`src/rtl/mem_arbiter.sv`:
```
// Two-port arbiter in front of a single-port synchronous memory.
// One transaction in flight; ties alternate between ports.
module mem_arbiter #(
  parameter int AW = 12,
  parameter int DW = 32
) (
  input  logic          clk_cpu,
  input  logic          reset,
  input  logic          m0_req,
  input  logic          m0_we,
  input  logic [AW-1:0] m0_addr,
  input  logic [DW-1:0] m0_wdata,
  output logic [DW-1:0] m0_rdata,
  output logic          m0_ack,
  output logic          m0_stall,
  input  logic          m1_req,
  input  logic          m1_we,
  input  logic [AW-1:0] m1_addr,
  input  logic [DW-1:0] m1_wdata,
  output logic [DW-1:0] m1_rdata,
  output logic          m1_ack,
  output logic          m1_stall,
  output logic          mem_we,
  output logic [AW-1:0] mem_addr,
  output logic [DW-1:0] mem_din,
  input  logic [DW-1:0] mem_dout,
  output logic [1:0]    gnt,
  output logic          busy
);

  typedef enum logic [1:0] {IDLE, ACCESS, WAIT, ACK} state_t;

  state_t        state_q, state_d;
  logic          owner_q, owner_d;   // 0: port 0 owns the memory, 1: port 1
  logic          last_q, last_d;
  logic          we_q, we_d;
  logic [AW-1:0] addr_q, addr_d;
  logic [DW-1:0] din_q, din_d;
  logic [DW-1:0] rdata0_q, rdata0_d;
  logic [DW-1:0] rdata1_q, rdata1_d;
  logic          win;

  always_ff @(posedge clk_cpu or posedge reset) begin
    if (reset) begin
      state_q  <= IDLE;
      owner_q  <= 1'b0;
      last_q   <= 1'b1;
      we_q     <= 1'b0;
      addr_q   <= '0;
      din_q    <= '0;
      rdata0_q <= '0;
      rdata1_q <= '0;
    end else begin
      state_q  <= state_d;
      owner_q  <= owner_d;
      last_q   <= last_d;
      we_q     <= we_d;
      addr_q   <= addr_d;
      din_q    <= din_d;
      rdata0_q <= rdata0_d;
      rdata1_q <= rdata1_d;
    end
  end

  always_comb begin
    state_d  = state_q;
    owner_d  = owner_q;
    last_d   = last_q;
    we_d     = we_q;
    addr_d   = addr_q;
    din_d    = din_q;
    rdata0_d = rdata0_q;
    rdata1_d = rdata1_q;
    win      = 1'b0;
    case (state_q)
      IDLE: begin
        if (m0_req || m1_req) begin
          // On a tie the port that did not win last time goes first.
          win     = (m0_req && m1_req) ? ~last_q : m1_req;
          owner_d = win;
          last_d  = win;
          we_d    = win ? m1_we    : m0_we;
          addr_d  = win ? m1_addr  : m0_addr;
          din_d   = win ? m1_wdata : m0_wdata;
          state_d = ACCESS;
        end
      end
      ACCESS: state_d = we_q ? ACK : WAIT;
      WAIT: begin
        if (owner_q) rdata1_d = mem_dout;
        else         rdata0_d = mem_dout;
        state_d = ACK;
      end
      ACK:     state_d = IDLE;
      default: state_d = IDLE;
    endcase
  end

  assign mem_we   = (state_q == ACCESS) && we_q;
  assign mem_addr = addr_q;
  assign mem_din  = din_q;
  assign busy     = (state_q != IDLE);
  assign gnt      = (state_q == IDLE) ? 2'b00 : (owner_q ? 2'b10 : 2'b01);
  assign m0_ack   = (state_q == ACK) && !owner_q;
  assign m1_ack   = (state_q == ACK) && owner_q;
  assign m0_stall = m0_req && !m0_ack;
  assign m1_stall = m1_req && !m1_ack;
  assign m0_rdata = rdata0_q;
  assign m1_rdata = rdata1_q;

endmodule

```
`config.mk`:
```
export PLATFORM = sky130hd
export DESIGN_NAME = mem_arbiter
export DESIGN_NICKNAME = d
export VERILOG_FILES = /design/src/rtl/mem_arbiter.sv
export SDC_FILE = /design/constraint.sdc
export NUM_CORES = 1
export LEC_CHECK = 0
export ABC_AREA = 1
export CAP_MARGIN = 20
export CORE_MARGIN = 2
export CORE_UTILIZATION = 34
export CTS_CLUSTER_SIZE = 30
export DETAILED_ROUTE_END_ITERATION = 16
export GPL_ROUTABILITY_DRIVEN = 0
export PLACE_DENSITY = 0.68
export SLEW_MARGIN = 40
export SYNTH_ARGS = -nofsm -noshare
export SYNTH_HDL_FRONTEND = slang
export SYNTH_SLANG_ARGS = --single-unit
```
`constraint.sdc`:
```
create_clock -name clk_cpu -period 5.5 [get_ports clk_cpu]
set_input_delay 1.375 -clock clk_cpu [delete_from_list [all_inputs] [get_ports clk_cpu]]
set_output_delay 1.375 -clock clk_cpu [all_outputs]
set_load 0.05 [all_outputs]
```
Word-level counts from Yosys, hierarchy flattened
Index checks and enable logic that the tools add are counted.
{"block": "word_totals", "reg_bits": 113, "latchBits": 0, "ramBits": 0, "romBits": 0, "input_bits": 126, "out_inout_bits": 116, "word_cells": 38, "n_memories": 0}
{"block": "op_classes", "add_sub_neg": 0, "multipliers": 0, "div_mod_pow": 0, "n_lt_le_gt_ge": 0, "eq_ne": 4, "n_shift": 0, "mux": 9, "bitwise_logic": 2, "reduce_logical": 15}
{"op": "$mux 32", "n": 1}
{"op": "$mux 12", "n": 1}
{"op": "$pmux 2 s4", "n": 1}
{"op": "$logic_and 1x1->1", "n": 6}
{"op": "$mux 2", "n": 3}
{"op": "$reduce_and 2->1", "n": 3}
{"op": "$eq 2x2->1 const B", "n": 2}
{"op": "$logic_not 1->1", "n": 3}
{"op": "$mux 1", "n": 3}
{"op": "$eq 2x1->1 const B", "n": 1}
{"op": "$logic_not 2->1", "n": 1}
{"op": "$ne 2x2->1 const B", "n": 1}
{"op": "$not 1->1", "n": 2}
{"op": "$reduce_bool 2->1", "n": 1}
{"op": "$logic_or 1x1->1", "n": 1}

Depth between registers and ports, before layout
{"block": "logic_depth", "ltp_word": 4, "depth_mapped": 8, "mapped_depth_nobuf": 7}

Worst setup path before layout
OpenSTA, ideal clock, no wires.
{"block": "synth_timing", "kind": "input to output", "from": "input port m1_req", "to": "output port m1_stall", "t_arrival_ps": 2389, "required_ps": 4125, "slack_ps": 1736, "path_stages": 4, "n_path_buf": 2, "cell_sequence": "buf_4 -> buf_2 -> inv_1 -> nor2_1"}
{"block": "synth_between", "elab_chain_cells": 1}
{"element": "start, declared", "line_no": "16", "rtl": "input logic m1_req,"}
{"element": "$logic_and 1x1->1", "line_no": "107", "rtl": "assign m1_stall = m1_req && !m1_ack;"}
{"element": "end, declared", "line_no": "22", "rtl": "output logic m1_stall,"}
Every way passes these cells.

Final worst setup path
{"block": "layout_timing", "from": "input port m0_req", "to": "output port m0_stall"}
{"block": "layout_between", "elab_chain_cells": 1}
{"element": "start, declared", "line_no": "9", "rtl": "input logic m0_req,"}
{"element": "$logic_and 1x1->1", "line_no": "106", "rtl": "assign m0_stall = m0_req && !m0_ack;"}
{"element": "end, declared", "line_no": "15", "rtl": "output logic m0_stall,"}
Every way passes these cells.

==> insert_results.sql <==
INSERT INTO impl_metrics (metric_group, metric, value, unit) VALUES
('routing', 'drtPass1Iterations', '4', ''),
('critical_path', 'depth_of_the_worst_register_to_register_path', '7', ''),
('routing', 'post_dr_wirelength_cell', '13.64', 'µm'),
('synth', 'synthesis.area', '5364', 'µm²'),
('cells_and_area', 'area_growth', '57.01', '%'),
('clock_tree', 'tritoncts.num_buffers', '17', ''),
('power', 'power_leakage', '4.277', 'nW'),
('clock_tree', 'cts_post_setup_buffers_inserted', '0', ''),
('timing', 'hold_violations', '0', ''),
('timing', 'setup_viol', '0', ''),
('critical_path', 'timing.critical_path.required', '4120', 'ps'),
('min_path', 'min_path_type', 'reg2reg', ''),
('critical_path', 'critical_path.reg2reg.endpoint', 'mem_addr[0]', ''),
('die', 'die_w', '129.6', 'µm'),
('clock_tree', 'cts.repair.resized', '0', ''),
('cells_and_area', 'postLayoutCellArea', '8422', 'µm²'),
('cells_and_area', 'final_cell_mix', '240 x sky130_fd_sc_hd__clkdlybuf4s50_1, 208 x sky130_fd_sc_hd__nand2_1, 130 x sky130_fd_sc_hd__inv_1', ''),
('min_path', 'timing.hold.worst_path_depth', '2', ''),
('critical_path', 'crit_path_cell_trace', 'clkdlybuf4s50_1 -> inv_1 -> nor2_1 -> clkdlybuf4s50_1', ''),
('cells_and_area', 'mostFrequentLayoutCell', 'sky130_fd_sc_hd__clkdlybuf4s50_1', ''),
('critical_path', 'endpoint_kind', 'output port', ''),
('critical_path', 'crit_path_frequent_cell', 'sky130_fd_sc_hd__clkdlybuf4s50_1', ''),
('clock_tree', 'clock_sink_count', '113', ''),
('synth', 'register_bit_count_reported_by_yosys', '113', ''),
('routing', 'dr_total_vias', '4898', ''),
('clock_tree', 'root_buffer', 'sky130_fd_sc_hd__clkbuf_16', ''),
('power', 'irDropWorstVdd', '370.0', 'µV'),
('synth', 'ys_warn_count', '0', ''),
('place', 'detailed_place_hpwl', '10490', 'µm'),
('die', 'rows', '45', ''),
('die', 'start_util', '0.3502', ''),
('grt', 'track_usage', '0.1832', ''),
('synth', 'synth.lib_cells_used.distinct', '19', ''),
('clock_tree', 'clkSlewWorstSetupHoldPaths', '50', 'ps'),
('critical_path', 'critical_path.startpoint_type', 'input port', ''),
('place', 'port_buffers', '241', ''),
('critical_path', 'crit_type', 'in2out', ''),
('cells_and_area', 'drive_gt1_frac', '0.07087', ''),
('clock_tree', 'tritoncts_clock_tree', 'yes', ''),
('die', 'floorplan.die_area', '16800', 'µm²'),
('grt', 'grt_first_pass_wirelength', '23810', 'µm'),
('routing', 'drt-vias-per-instance', '4.397', ''),
('critical_path', 'slowest_delay', '830', 'ps'),
('timing', 'tightest_slew', '811.5', 'ps'),
('clock_tree', 'depth_of_the_cts_h_tree', '4', ''),
('timing', 'min_period_over_period', '0.7815', ''),
('timing', 'maxSlewHeadroom', '0.4582', ''),
('die', 'io_pins', '242', ''),
('die', 'vertical_extent_of_the_die', '129.6', 'µm'),
('cells_and_area', 'post-route-util', '0.5499', ''),
('synth', 'synthCells', '662', ''),
('die', 'design.core.area', '15310', 'µm²'),
('critical_path', 'reg2reg_from', 'state_q[1]', ''),
('min_path', 'worstHoldEndpoint', 'mem_din[1]', ''),
('run_status', 'run_status', 'finished clean', ''),
('flow_run', 'max_cap_viols', '0', ''),
('timing', 'rsz0062_at_grt', 'no', ''),
('routing', 'drt_drc_violations_left', '0', ''),
('clock_tree', 'cts_hold_buf', '0', ''),
('timing', 'timing.final.crit_period', '4298', 'ps'),
('critical_path', 'cpMaxStageDelayCell', 'sky130_fd_sc_hd__clkdlybuf4s50_1', ''),
('min_path', 'hold_path_startpoint', 'mem_din[1]', ''),
('grt', 'grt_overflow', '0', ''),
('power', 'power.density', '702.8', 'nW/µm²'),
('synth', 'async_flop_share', '1.000', ''),
('routing', 'detailedRoute.firstIterationViolations', '273', ''),
('critical_path', 'ff2ff_setup_slack', '3330', 'ps'),
('clock_tree', 'worst_skew_late_latency', '400', 'ps'),
('critical_path', 'worst_path_arrival', '2920', 'ps'),
('synth', 'synth_nets', '792', ''),
('synth', 'synth_enable_flop_cells', '0', '');
-- cell usage after synthesis (2+ instances only) --
master / instances / area share
sky130_fd_sc_hd__buf_12: 3 / 0.011
sky130_fd_sc_hd__buf_2: 16 / 0.015
sky130_fd_sc_hd__buf_6: 4 / 0.0084
sky130_fd_sc_hd__buf_8: 2 / 0.0056
sky130_fd_sc_hd__clkbuf_1: 9 / 0.0063
sky130_fd_sc_hd__dfrtp_1: 112 / 0.52
sky130_fd_sc_hd__ha_1: 4 / 0.0093
sky130_fd_sc_hd__inv_1: 131 / 0.092
sky130_fd_sc_hd__inv_2: 2 / 0.0014
sky130_fd_sc_hd__nand2_1: 209 / 0.15
sky130_fd_sc_hd__nand2_2: 2 / 0.0023
sky130_fd_sc_hd__nand3_1: 71 / 0.066
sky130_fd_sc_hd__nand3_2: 20 / 0.037
sky130_fd_sc_hd__nor2_1: 5 / 0.0035
sky130_fd_sc_hd__o21ai_0: 68 / 0.063
-- per-stage QoR --
stage	std cells	setup slack (ps)	hold WS (ps)
global placement	1084	1246	460.4
finish	1114	1202	474.8
detailed placement	1084	1235	464.3
global route	1114	1136	486.2
floorplan	662	1139	441.9
CTS	1114	1222	479.0
-- worst max-delay path, delay by kind of cell --
family	cells	cell delay (ps)
and+or+nand+nor	1	140
buffers and inverters	3	1400
-- final cells by class --
| cell class | instances | area, µm² |
|---|---|---|
| fillers | 1462 | 6893 |
| flip-flops and latches | 113 | 2829 |
| repair buffers | 246 | 2445 |
| multi-input cells | 381 | 1797 |
| inverters | 133 | 504.2 |
| clock buffers | 19 | 442.9 |
| well taps | 211 | 264.0 |
| clock inverters | 11 | 140.1 |
-- metal layers --
layer / GRT usage / wire length, µm
met4: 0.07337 / 419
met2: 0.2938 / 7308
met1: 0.2365 / 6487
met5: 0 / 0
met3: 0.04913 / 975
-- power by group --
group          switching, mW  internal, mW  leakage (nW)  total [mW]
Clock                  0.373         0.715         0.288        1.09
Combinational           2.30          1.04          2.61        3.35
Sequential             0.227          1.26          1.38        1.49
Total                   2.90          3.02          4.28        5.92
-- registers in the layout (all words and copies together), names as in the netlist --
name / flops
owner_q: 1
we_q: 1
mem_din: 32
m0_rdata: 32
m1_rdata: 32
state_q: 2
mem_addr: 12
last_q: 1
-- how the worst max path moves through the flow --
stage / start / endpoint / slack, ps / depth (start not counted)
detailed placement: m0_req / m0_stall / 1240 / 4
finish: m0_req / m0_stall / 1200 / 4
CTS: m0_req / m0_stall / 1220 / 4
global placement: m0_req / m0_stall / 1250 / 4
floorplan: reset / m0_rdata[0] / 1140 / 1
global route: m0_req / m0_stall / 1140 / 4
-- cell families after synthesis --
family / after synthesis / share of synthesized area
adder cells (fa/ha/maj): 4 / 0.009331
AO/OA/AOI/OAI: 68 / 0.06345
flip-flops: 113 / 0.5274
buffers and inverters: 168 / 0.1409
AND/OR/NAND/NOR: 309 / 0.2589
Power figures use the tool's default switching activity.
